`src/rtl/shift_pkg.sv`:
```
// Shared types and the single-bit step function for param_shift_engine.
// The step function works on a MAX_W-wide value with the active width given
// by its MSB index, so one definition serves any WIDTH up to MAX_W.
package shift_pkg;

  localparam int MAX_W = 64;
  localparam int IDX_W = 6;

  typedef enum logic [2:0] {
    OP_NOP  = 3'b000,
    OP_LOAD = 3'b001,
    OP_SHL  = 3'b010,
    OP_SHR  = 3'b011,
    OP_ROL  = 3'b100,
    OP_ROR  = 3'b101,
    OP_ASR  = 3'b110,
    OP_INV  = 3'b111
  } op_e;

  typedef enum logic {
    S_IDLE  = 1'b0,
    S_SHIFT = 1'b1
  } state_e;

  typedef struct packed {
    logic [MAX_W-1:0] q;
    logic             out_bit;
  } step_t;

  // Shift and rotate opcodes take an amount and may run for several cycles.
  function automatic logic is_step_op(input op_e op);
    return (op == OP_SHL) || (op == OP_SHR) || (op == OP_ROL) ||
           (op == OP_ROR) || (op == OP_ASR);
  endfunction

  // One step of op on q. Bits of q above msb must be zero on entry; bits of
  // the result above msb are don't-care and are dropped by the caller.
  function automatic step_t step_fn(input op_e              op,
                                    input logic [MAX_W-1:0] q,
                                    input logic             ser_in,
                                    input logic [IDX_W-1:0] msb);
    step_t r;
    r.q       = q;
    r.out_bit = 1'b0;
    case (op)
      OP_SHL: begin
        r.q       = {q[MAX_W-2:0], ser_in};
        r.out_bit = q[msb];
      end
      OP_SHR: begin
        r.q       = q >> 1;
        r.q[msb]  = ser_in;
        r.out_bit = q[0];
      end
      OP_ROL: begin
        r.q       = {q[MAX_W-2:0], q[msb]};
        r.out_bit = q[msb];
      end
      OP_ROR: begin
        r.q       = q >> 1;
        r.q[msb]  = q[0];
        r.out_bit = q[0];
      end
      OP_ASR: begin
        r.q       = q >> 1;
        r.q[msb]  = q[msb];
        r.out_bit = q[0];
      end
      OP_INV: begin
        r.q = ~q;
      end
      default: begin
        r.q = q;
      end
    endcase
    return r;
  endfunction

endpackage

```
`src/rtl/param_shift_engine.sv`:
```
// WIDTH-bit shift/rotate register with multi-step sequencing.
//
//   state   | meaning
//   --------+------------------------------------------------------------
//   S_IDLE  | ready; single-cycle ops complete at the accept edge
//   S_SHIFT | running a latched shift/rotate, one bit per edge, rem_q left
//
// WIDTH must be in 2..64 (limited by the shared step function).
module param_shift_engine
  import shift_pkg::*;
#(
  parameter int WIDTH = 8,
  parameter int CNT_W = $clog2(WIDTH + 1)
) (
  input  logic             clk,
  input  logic             reset_n,
  input  logic [2:0]       op,
  input  logic [CNT_W-1:0] amount,
  input  logic             op_valid,
  output logic             op_ready,
  input  logic [WIDTH-1:0] data_in,
  input  logic             ser_in,
  output logic [WIDTH-1:0] q,
  output logic             ser_out,
  output logic             busy,
  output logic             done
);

  localparam logic [IDX_W-1:0] MSB = IDX_W'(WIDTH - 1);

  state_e           state_q, state_d;
  op_e              op_q, op_d;
  logic [CNT_W-1:0] rem_q, rem_d;
  logic [WIDTH-1:0] data_q, data_d;
  logic             ser_out_q, ser_out_d;
  logic             done_q, done_d;

  op_e              op_in;
  op_e              step_op;
  step_t            step_res;

  assign op_in = op_e'(op);

  // While shifting the latched op drives the step; in IDLE the incoming op
  // does, which is how INV shares the same datapath.
  assign step_op  = (state_q == S_SHIFT) ? op_q : op_in;
  assign step_res = step_fn(step_op, MAX_W'(data_q), ser_in, MSB);

  // Result bits above WIDTH are intentionally discarded.
  if (WIDTH < MAX_W) begin : g_hi
    logic unused_hi;
    assign unused_hi = ^step_res.q[MAX_W-1:WIDTH];
  end

  // State, counter and register updates.
  always_ff @(posedge clk or negedge reset_n) begin
    if (!reset_n) begin
      state_q   <= S_IDLE;
      op_q      <= OP_NOP;
      rem_q     <= '0;
      data_q    <= '0;
      ser_out_q <= 1'b0;
      done_q    <= 1'b0;
    end else begin
      state_q   <= state_d;
      op_q      <= op_d;
      rem_q     <= rem_d;
      data_q    <= data_d;
      ser_out_q <= ser_out_d;
      done_q    <= done_d;
    end
  end

  // Next-state: accept in IDLE, one step per edge in SHIFT.
  always_comb begin
    state_d   = state_q;
    op_d      = op_q;
    rem_d     = rem_q;
    data_d    = data_q;
    ser_out_d = ser_out_q;
    done_d    = 1'b0;

    case (state_q)
      S_IDLE: begin
        if (op_valid) begin
          if (is_step_op(op_in) && (amount != '0)) begin
            state_d = S_SHIFT;
            op_d    = op_in;
            rem_d   = amount;
          end else begin
            // NOP, LOAD, INV and zero-amount shifts finish at the accept edge.
            done_d = 1'b1;
            case (op_in)
              OP_LOAD: data_d = data_in;
              OP_INV:  data_d = step_res.q[WIDTH-1:0];
              default: data_d = data_q;
            endcase
          end
        end
      end
      S_SHIFT: begin
        data_d    = step_res.q[WIDTH-1:0];
        ser_out_d = step_res.out_bit;
        rem_d     = rem_q - CNT_W'(1);
        if (rem_q == CNT_W'(1)) begin
          state_d = S_IDLE;
          done_d  = 1'b1;
        end
      end
      default: begin
        state_d = S_IDLE;
      end
    endcase
  end

  assign busy     = (state_q == S_SHIFT);
  assign op_ready = ~busy;
  assign q        = data_q;
  assign ser_out  = ser_out_q;
  assign done     = done_q;

endmodule

```
`config.mk`:
```
export PLATFORM = sky130hd
export DESIGN_NAME = param_shift_engine
export DESIGN_NICKNAME = d
export VERILOG_FILES = /design/src/rtl/shift_pkg.sv /design/src/rtl/param_shift_engine.sv
export SDC_FILE = /design/constraint.sdc
export NUM_CORES = 1
export LEC_CHECK = 0
export BUFFER_PORTS_ARGS = -buffer_cell sky130_fd_sc_hd__buf_2
export CAP_MARGIN = 20
export CORE_AREA = 2 2 65 67
export CTS_CLUSTER_DIAMETER = 150
export DETAILED_ROUTE_END_ITERATION = 12
export DIE_AREA = 0 0 67 69
export PLACE_DENSITY = 0.61
export SLEW_MARGIN = 20
export SYNTH_ARGS = -nofsm -noshare
export SYNTH_HDL_FRONTEND = slang
export SYNTH_SLANG_ARGS = --single-unit
export TNS_END_PERCENT = 100
```
`constraint.sdc`:
```
create_clock -name clk -period 1.8 [get_ports clk]
set_clock_uncertainty 0.2 [all_clocks]
set_input_delay 0.27 -clock clk [delete_from_list [all_inputs] [get_ports clk]]
set_output_delay 0.27 -clock clk [all_outputs]
set_load 0.01 [all_outputs]
```
* After elaboration in Yosys (flattened, before gate mapping)
Index checks and enable logic that the tools add are counted.
** Word-level totals
- Bits in registers :: 18
- Bits of input ports :: 19
** Operators by class
- Add/sub/neg operators :: 1
- Equal/unequal tests :: 18
- Muxes and demuxes :: 18
- Bitwise gates (word level) :: 2
- Reductions and logical operators :: 11
** Operators by type and width (number)
- 8-bit one-hot mux with 6 select lines :: 1
- 8-bit one-hot mux with 2 select lines :: 2
- 3-bit equality test (second input constant) :: 8
- 8-bit 2-to-1 mux :: 2
- 3-bit by 2-bit equality test with 1-bit output (second input constant) :: 4
- 4-bit 2-to-1 mux :: 2
- 8-bit NOT :: 1
- 4-bit one-hot mux with 2 select lines :: 1
- 1-bit 2-to-1 mux :: 6
- 1-bit one-hot mux with 2 select lines :: 3
- 3-bit AND reduction :: 2
- 4-bit by 1-bit equality test with 1-bit output (second input constant) :: 1
- 1-bit logical OR :: 4
- 2-bit inequality test (second input constant) :: 2
- 4-bit nonzero test :: 1
- 4-bit by 1-bit subtractor with 4-bit output (second input constant) :: 1
- 3-bit by 1-bit equality test with 1-bit output (second input constant) :: 1
- 3-bit 2-to-1 mux :: 1
- 3-bit by 1-bit inequality test with 1-bit output (second input constant) :: 1
- 3-bit OR reduction :: 1
- 2-bit by 1-bit inequality test with 1-bit output (second input constant) :: 1
- 2-bit AND reduction :: 1
- 2-bit OR reduction :: 1
- 1-bit logical AND :: 1
- 1-bit NOT :: 1

* Logic depth before layout (Yosys ltp)
Gate-level depths: netlist of the first run.
- Depth after elaboration :: 9
- Depth in mapped cells :: 7

* Worst setup path after synthesis of the first run
OpenSTA, ideal clock, no wires.
- Kind :: reg2reg
- Start point :: register state_q, in the netlist busy
- End point :: register data_q[7], in the netlist q[7]
- Setup time :: 126 ps
- Arrival :: 1404 ps
- Data required time :: 1474 ps
- Setup slack :: 70 ps
- Stages on the path, launching flop included :: 6
- Buffers on the path :: 1
- Clock period less this slack :: 1730 ps
- Path through :: dfrtp_1 > buf_6 > mux2i_1 > mux2_2 > o211a_1 > a2bb2oi_1
** Between the ends
- Word-level cells in the longest chain between the ends :: 7
** RTL lines
- from (decl) :: line param_shift_engine.sv:31 : state_e state_q, state_d;
- from (signal assigned) :: line param_shift_engine.sv:65 : state_q <= state_d;
- 3-bit 2-to-1 mux :: line param_shift_engine.sv:46 : assign step_op = (state_q == S_SHIFT) ? op_q : op_in;
- 3-bit equality test / 3-bit by 2-bit equality test with 1-bit output (equally long branches) :: line shift_pkg.sv:45 : case (op)
- 8-bit one-hot mux with 6 select lines :: line shift_pkg.sv:45
- 8-bit one-hot mux with 2 select lines :: line param_shift_engine.sv:93 : case (op_in)
- 8-bit 2-to-1 mux :: line param_shift_engine.sv:86 : if (is_step_op(op_in) && (amount != '0)) begin
- 8-bit 2-to-1 mux :: line param_shift_engine.sv:85 : if (op_valid) begin
- 8-bit one-hot mux with 2 select lines :: line param_shift_engine.sv:83 : case (state_q)
- to (signal assigned) :: line param_shift_engine.sv:68 : data_q <= data_d;
- to (decl) :: line param_shift_engine.sv:34 : logic [WIDTH-1:0] data_q, data_d;
Several ways; a longest one is shown, not always the timed one. The select of a mux whose other input is x is not followed.
A chain may end at the register's enable or synchronous reset.

* Worst setup path in the final report of the first run
- Start point :: register state_q, in the netlist busy
- End point :: register op_q[2]
** Between the ends
- Word-level cells in the longest chain between the ends :: 2
** RTL lines
- 1-bit NOT (no line)
- 3-bit AND reduction (no line)
- to (signal assigned) :: line param_shift_engine.sv:66 : op_q <= op_d;
- to (decl) :: line param_shift_engine.sv:32 : op_e op_q, op_d;
No other way between the ends.

==> flow_summary.yaml, run 1 <==
power:
  power.leakage_uw: 0.000903
  power_density_nw_per_um2: 1890
  peakVddDrop_v: 0.000987
grt:
  grt_pass1_vias: 1504
  grt-ovfl-total: 0
  antenna_found_initial: 0
  track_usage_pct: 19.6
  grt_max_degree: 19
  grt_pass1_wl_mm: 7.22
logic_synthesis:
  synth_area_sq_um: 1490
  yosys.area.top_type_share_pct: 30.2
  ys_async_sr_fraction_pct: 100
  syn_nets: 179
  synth_area_leaders: "dfrtp_1 (30%), mux2i_1 (8.0%), o21ai_0 (4.7%)"
  ys_warn_count: 0
  synth_cells: 158
  syn_avg_cell_area_sq_um: 9.45
  ys_types: 48
  synth_area_leader_cell: "dfrtp_1"
  yosysSeqAreaShare_pct: 30.2
  synth_edf_count: 0
  synthFlopType: "dfrtp_1"
  synth_seq_cells: 18
sta:
  worst_slack_ns: -0.00805
  hold_violations: 0
  slew_viol_final: 0
  tns_ns: -0.0205
  whs_ns: 0.124
  setup_viol_count_final: 4
  fmax_mhz: 553
  timing.final.crit_share_pct: 100
  grt_setup_unrepaired: "true"
  fin_crit_ns: 1.81
  slew_headroom_pct: 71.2
  worst_slew_pin_slew_ns: 0.433
floorplan:
  boundaryPins: 31
  start_util_pct: 38.1
  die_w_um: 67
  num_rows: 23
  core-area_sq_um: 3910
  dieArea_sq_um: 4620
  die_h_um: 69
layout:
  syn2layout_area_growth_pct: 31.7
  nets: 227
  layout-drive-gt1-share_pct: 40.0
  diodes: 0
  final_common_cell: "buf_2"
  final_cell_mix: "buf_2 (30), buf_4 (21), dfrtp_1 (15)"
critical_path:
  reg2reg_depth: 4
  path_max_fanout: 5
  r2r_start: "busy"
  crit_required_ns: 1.74
  reg2reg_slack_ns: -0.008
  start_kind: "flip-flop"
  crit_type: "flip-flop to flip-flop"
  arrival_ns: 1.75
  cp-end-kind: "flip-flop"
  rr_endpoint: "op_q[2]"
drt:
  num_vias: 1489
  ant_nets: 0
  routed_wirelength_mm: 4.32
  drcViolationCount: 0
  drt_iter0_drc: 56
  wire_per_inst_um: 16.9
  dr.pass1.iters: 4
  via_per_inst: 5.84
hold_path:
  min_from: "amount[3]"
  whs_endpoint: "rem_q[3]"
  min_path_type: "input pin to flip-flop"
  hold-path-cell-count: 3
flow_run:
  max_cap_violations: 0
clock_tree:
  cts_tree: "yes"
  cts_buffer_depth: 2
  clk_latency_ns: 0.26
  numCtsBuffers: 3
  htreeDepth: 1
  clk_pin_slew_ns: 0.07
  root_buffer: "clkbuf_8"
  cts.sinks: 18
placement:
  place_hpwl_mm: 3.21
  place.gp.congestion: 0.855
  io_buffers: 30
outcome:
  status: "finished with violations"
  violations: "negative setup slack"
cell type report:
class / instances / area [sq um]
fillers: 387 / 1950
flip-flops and latches: 18 / 454
well taps: 50 / 62.6
clock buffers: 4 / 55.1
inverters: 11 / 41.3
multi-input cells: 117 / 992
repair buffers: 55 / 360
how the worst max path moves through the flow:
stage               endpoint  from  slack, ns
floorplan               q[7]  busy       0.07
global placement        q[1]  busy      -0.12
detailed placement      q[2]  busy      -0.24
CTS                  op_q[2]  busy      -0.01
global route         op_q[2]  busy      -0.06
finish               op_q[2]  busy     -0.008
sequential cells by signal, summed over array words and instances (netlist names):
register  cells
q             8
rem_q         4
op_q          3
busy          1
done          1
ser_out       1
cell families (layout without fill, tap and decap cells):
kind of cell | count (synthesis) | count (layout) | synth area share, %
compound gates | 54 | 54 | 27.6
xor+xnor | 4 | 4 | 2.35
buf+inv | 23 | 70 | 8.21
flops | 18 | 18 | 30.2
simple gates | 39 | 39 | 15.9
fa+ha+maj | 2 | 2 | 1.68
mux | 18 | 18 | 14.1
cell usage after synthesis, types with 2 or more instances:
cell,instances
nand2_1,7
a41oi_2,2
o21ai_0,14
mux2_2,2
xor2_1,2
nor2b_1,2
xnor2_1,2
dfrtp_1,18
inv_1,11
and4b_1,2
o211ai_1,8
mux2i_1,12
nand3b_1,2
nor3b_1,2
ha_1,2
nor3_1,4
mux2_4,3
a22o_1,5
a31oi_1,8
buf_6,3
nand3_1,4
nor2_1,9
o221ai_1,2
buf_2,8
routing by layer:
layer | part of all wire [%] | track usage, % | vias to the layer above | routed length [um]
met5 | 0 | 0 | - | 0
met3 | 4.8 | 4.08 | 8 | 205
met4 | 1.8 | 4.99 | 0 | 77
met1 | 43 | 25.5 | 735 | 1840
met2 | 51 | 32.6 | 50 | 2190
li1 | - | - | 696 | -
power breakdown:
group	total [uW]	switching, uW	internal, uW
logic	2390	1120	1260
clock network	345	150	195
registers	984	362	622
total	3720	1640	2080
critical path, stage by stage, from the launching register on:
cell and delay, ns:
dfrtp_2 0.47, buf_6 0.15, a31o_1 0.20, and4bb_4 0.37, mux2_4 0.31
timing repair:
| item | CTS | global route |
|---|---|---|
| pin swaps | 3 | 2 |
| endpoints found under the hold margin | 18 | 0 |
| endpoints found under the setup margin | 13 | 12 |
| gates resized for setup | 10 | 8 |
| setup buffers | 2 | 0 |
| gates cloned | 0 | 0 |
| hold buffers | 1 | 0 |
per-stage QoR:
| step | utilization, % | std cells | area, sq um | worst slack (ns) | power (uW) |
|---|---|---|---|---|---|
| 2_1_floorplan | - | 158 | 1490 | 0.0700 | 2350 |
| 3_5_place_dp | 45.9 | 249 | 1800 | -0.244 | 3090 |
| 3_3_place_gp | 45.9 | 249 | 1800 | -0.122 | 3010 |
| 6_report | 50.2 | 255 | 1970 | -0.00805 | 3720 |
| 4_1_cts | 49.3 | 255 | 1930 | -0.0100 | 3610 |
| 5_1_grt | 50.2 | 255 | 1970 | -0.0595 | 4010 |
Power figures use the tool's default switching activity.
==> run 2, diff against run 1 <==
Settings changed: ABC_AREA set to 1, CORE_AREA 2 2 65 67 to 2 2 62 64, DIE_AREA 0 0 67 69 to 0 0 64 66, PLACE_DENSITY 0.61 to 0.62.
==> run 2 against run 1 <==
The flow now finishes without violations; critical endpoint is now busy; non-clock buffer count fell by 13; wire length is 16% lower; critical path type is now flip-flop to output port; core utilization is 1.7 points lower; highest routed layer unchanged; clock power is 23% lower; final cell count rose by 20%.
==> flow_summary.yaml, run 2 <==
outcome:
  status: "finished clean"
logic_synthesis:
  ys_warn_count: 0
  synth_edf_count: 0
  synth.most_common_cell: "nand2_1"
  synth_cells: 216
  yosys.area.top_type_share_pct: 33.4
  synthFlopType: "dfrtp_1"
  synth_area_sq_um: 1350
  ys_async_sr_fraction_pct: 100
  synth_common_cells: "nand2_1 (71), nor2_1 (35), inv_1 (24)"
  syn_avg_cell_area_sq_um: 6.24
  syn_nets: 237
  synth_area_leader_cell: "dfrtp_1"
  synth_seq_cells: 18
  ys_types: 22
  yosysSeqAreaShare_pct: 33.4
  synth_area_leaders: "dfrtp_1 (33%), nand2_1 (20%), nor2_1 (9.7%)"
power:
  power.leakage_uw: 0.000948
  netSwitchingFraction_pct: 52.7
  power_uw: 3440
  peakVddDrop_v: 0.000757
  p_comb_share_pct: 67.8
  power_density_nw_per_um2: 2000
  seq_power_share_pct: 24.4
  p_int_uw: 1630
  power.switching_uw: 1810
  p_clk_share_pct: 7.8
drt:
  drcViolationCount: 0
  num_vias: 1496
  ant_nets: 0
  dr.pass1.iters: 4
  wire_per_inst_um: 11.9
  via_per_inst: 4.90
  routed_wirelength_mm: 3.64
  drt_iter0_drc: 66
floorplan:
  boundaryPins: 31
  die_h_um: 66
  dieArea_sq_um: 4220
  num_rows: 22
  start_util_pct: 37.9
  core-area_sq_um: 3550
  die_w_um: 64
critical_path:
  reg2reg_slack_ns: 0.13
  crit_type: "flip-flop to output port"
  reg2reg_depth: 8
  cp-startpoint: "busy"
  crit_required_ns: 1.33
  start_kind: "flip-flop"
  cp-end-kind: "output port"
  cp-endpoint: "busy"
  path_max_fanout: 8
  rr_endpoint: "q[0]"
  arrival_ns: 1.21
  r2r_start: "busy"
flow_run:
  max_cap_violations: 0
clock_tree:
  cts_buffer_depth: 2
  htreeDepth: 1
  cts.sinks: 18
  clk_latency_ns: 0.30
  root_buffer: "clkbuf_4"
  clk_pin_slew_ns: 0.11
  numCtsBuffers: 3
  cts_tree: "yes"
layout:
  diodes: 0
  nets: 279
  final_common_cell: "nand2_1"
  seq_area_sq_um: 452
  final_cell_mix: "nand2_1 (68), nor2_1 (35), buf_2 (30)"
  n_fill_cell: 372
  largest_reg_flops: 8
  multi_input_area_sq_um: 836
  layout-drive-gt1-share_pct: 24.5
  syn2layout_area_growth_pct: 27.8
placement:
  place_ws_ns: -0.00131
  place.gp.congestion: 0.890
  io_buffers: 30
  place_hpwl_mm: 2.49
sta:
  setup_viol_count_final: 0
  fin_crit_ns: 1.68
  whs_ns: 0.0217
  worst_slew_pin_slew_ns: 0.441
  hold_violations: 0
  timing.final.crit_share_pct: 93.5
  slew_headroom_pct: 70.6
  slew_viol_final: 0
  grt_setup_unrepaired: "false"
  worst_slack_ns: 0.118
  tns_ns: 0
  fmax_mhz: 594
grt:
  grt_pass1_wl_mm: 6.00
  grt-ovfl-total: 0
  grt_max_degree: 19
  track_usage_pct: 17.8
  grt_pass1_vias: 1319
  antenna_found_initial: 0
hold_path:
  min_path_type: "input pin to flip-flop"
## run 2: worst max-delay path, cell delays in order, from the launching register on
cell	delay, ns
dfrtp_2	0.46
clkbuf_2	0.15
buf_4	0.17
buf_2	0.14
## run 2: power by group through the flow
stage	Combinational, uW	Clock (uW)	Sequential [uW]
floorplan	1500	0	849
global placement	2060	0	852
detailed placement	2070	0	844
CTS	2090	279	844
global route	2660	295	876
finish	2330	267	840
## run 2: cell families (layout without fill, tap and decap cells)
| family | after synthesis | in the layout | synth area share [%] |
|---|---|---|---|
| flops | 18 | 18 | 33.4 |
| simple gates | 141 | 141 | 44.4 |
| fa+ha+maj | 2 | 2 | 1.86 |
| buf+inv | 30 | 71 | 10.1 |
| xor+xnor | 1 | 1 | 0.650 |
| compound gates | 24 | 24 | 9.56 |
## run 2: cell type report
class / count / area share, %
clock buffer: 4 / 2.11
inverter: 25 / 5.45
multi-input combinational: 168 / 48.5
sequential: 18 / 26.2
tap: 48 / 3.49
timing repair buffer: 42 / 14.2
## run 2: repair_timing
item	CTS	global route
cloned	0	1
endpoints found under the hold margin	18	0
setup endpoints to repair	6	9
buffers inserted	0	2
hold buffers	1	0
resized for setup	2	19
## run 2: layer usage
layer / vias to the layer above / GRT usage, % / wire length [um]
met4: 0 / 4.89 / 25
met5: - / 0 / 0
met3: 2 / 2.73 / 95
met2: 21 / 28.3 / 1770
li1: 774 / - / -
met1: 699 / 25.0 / 1750
## run 2: worst min path at each step
stage                     startpoint       end  slack, ns  cells after the start
after detailed placement     reset_n   op_q[2]       0.05                      1
after global routing       amount[2]  rem_q[2]       0.02                      3
after floorplan              reset_n      busy      -0.23                      0
after global placement       reset_n   op_q[2]       0.04                      1
after CTS                  amount[2]  rem_q[2]       0.01                      3
final                      amount[2]  rem_q[2]       0.02                      3
## run 2: stage by stage
step / cells / utilization, % / cell area (sq um)
floorplan: 216 / - / 1350
global placement: 297 / 44.4 / 1580
detailed placement: 297 / 44.4 / 1580
CTS: 302 / 45.8 / 1630
global route: 305 / 48.5 / 1720
finish: 305 / 48.5 / 1720
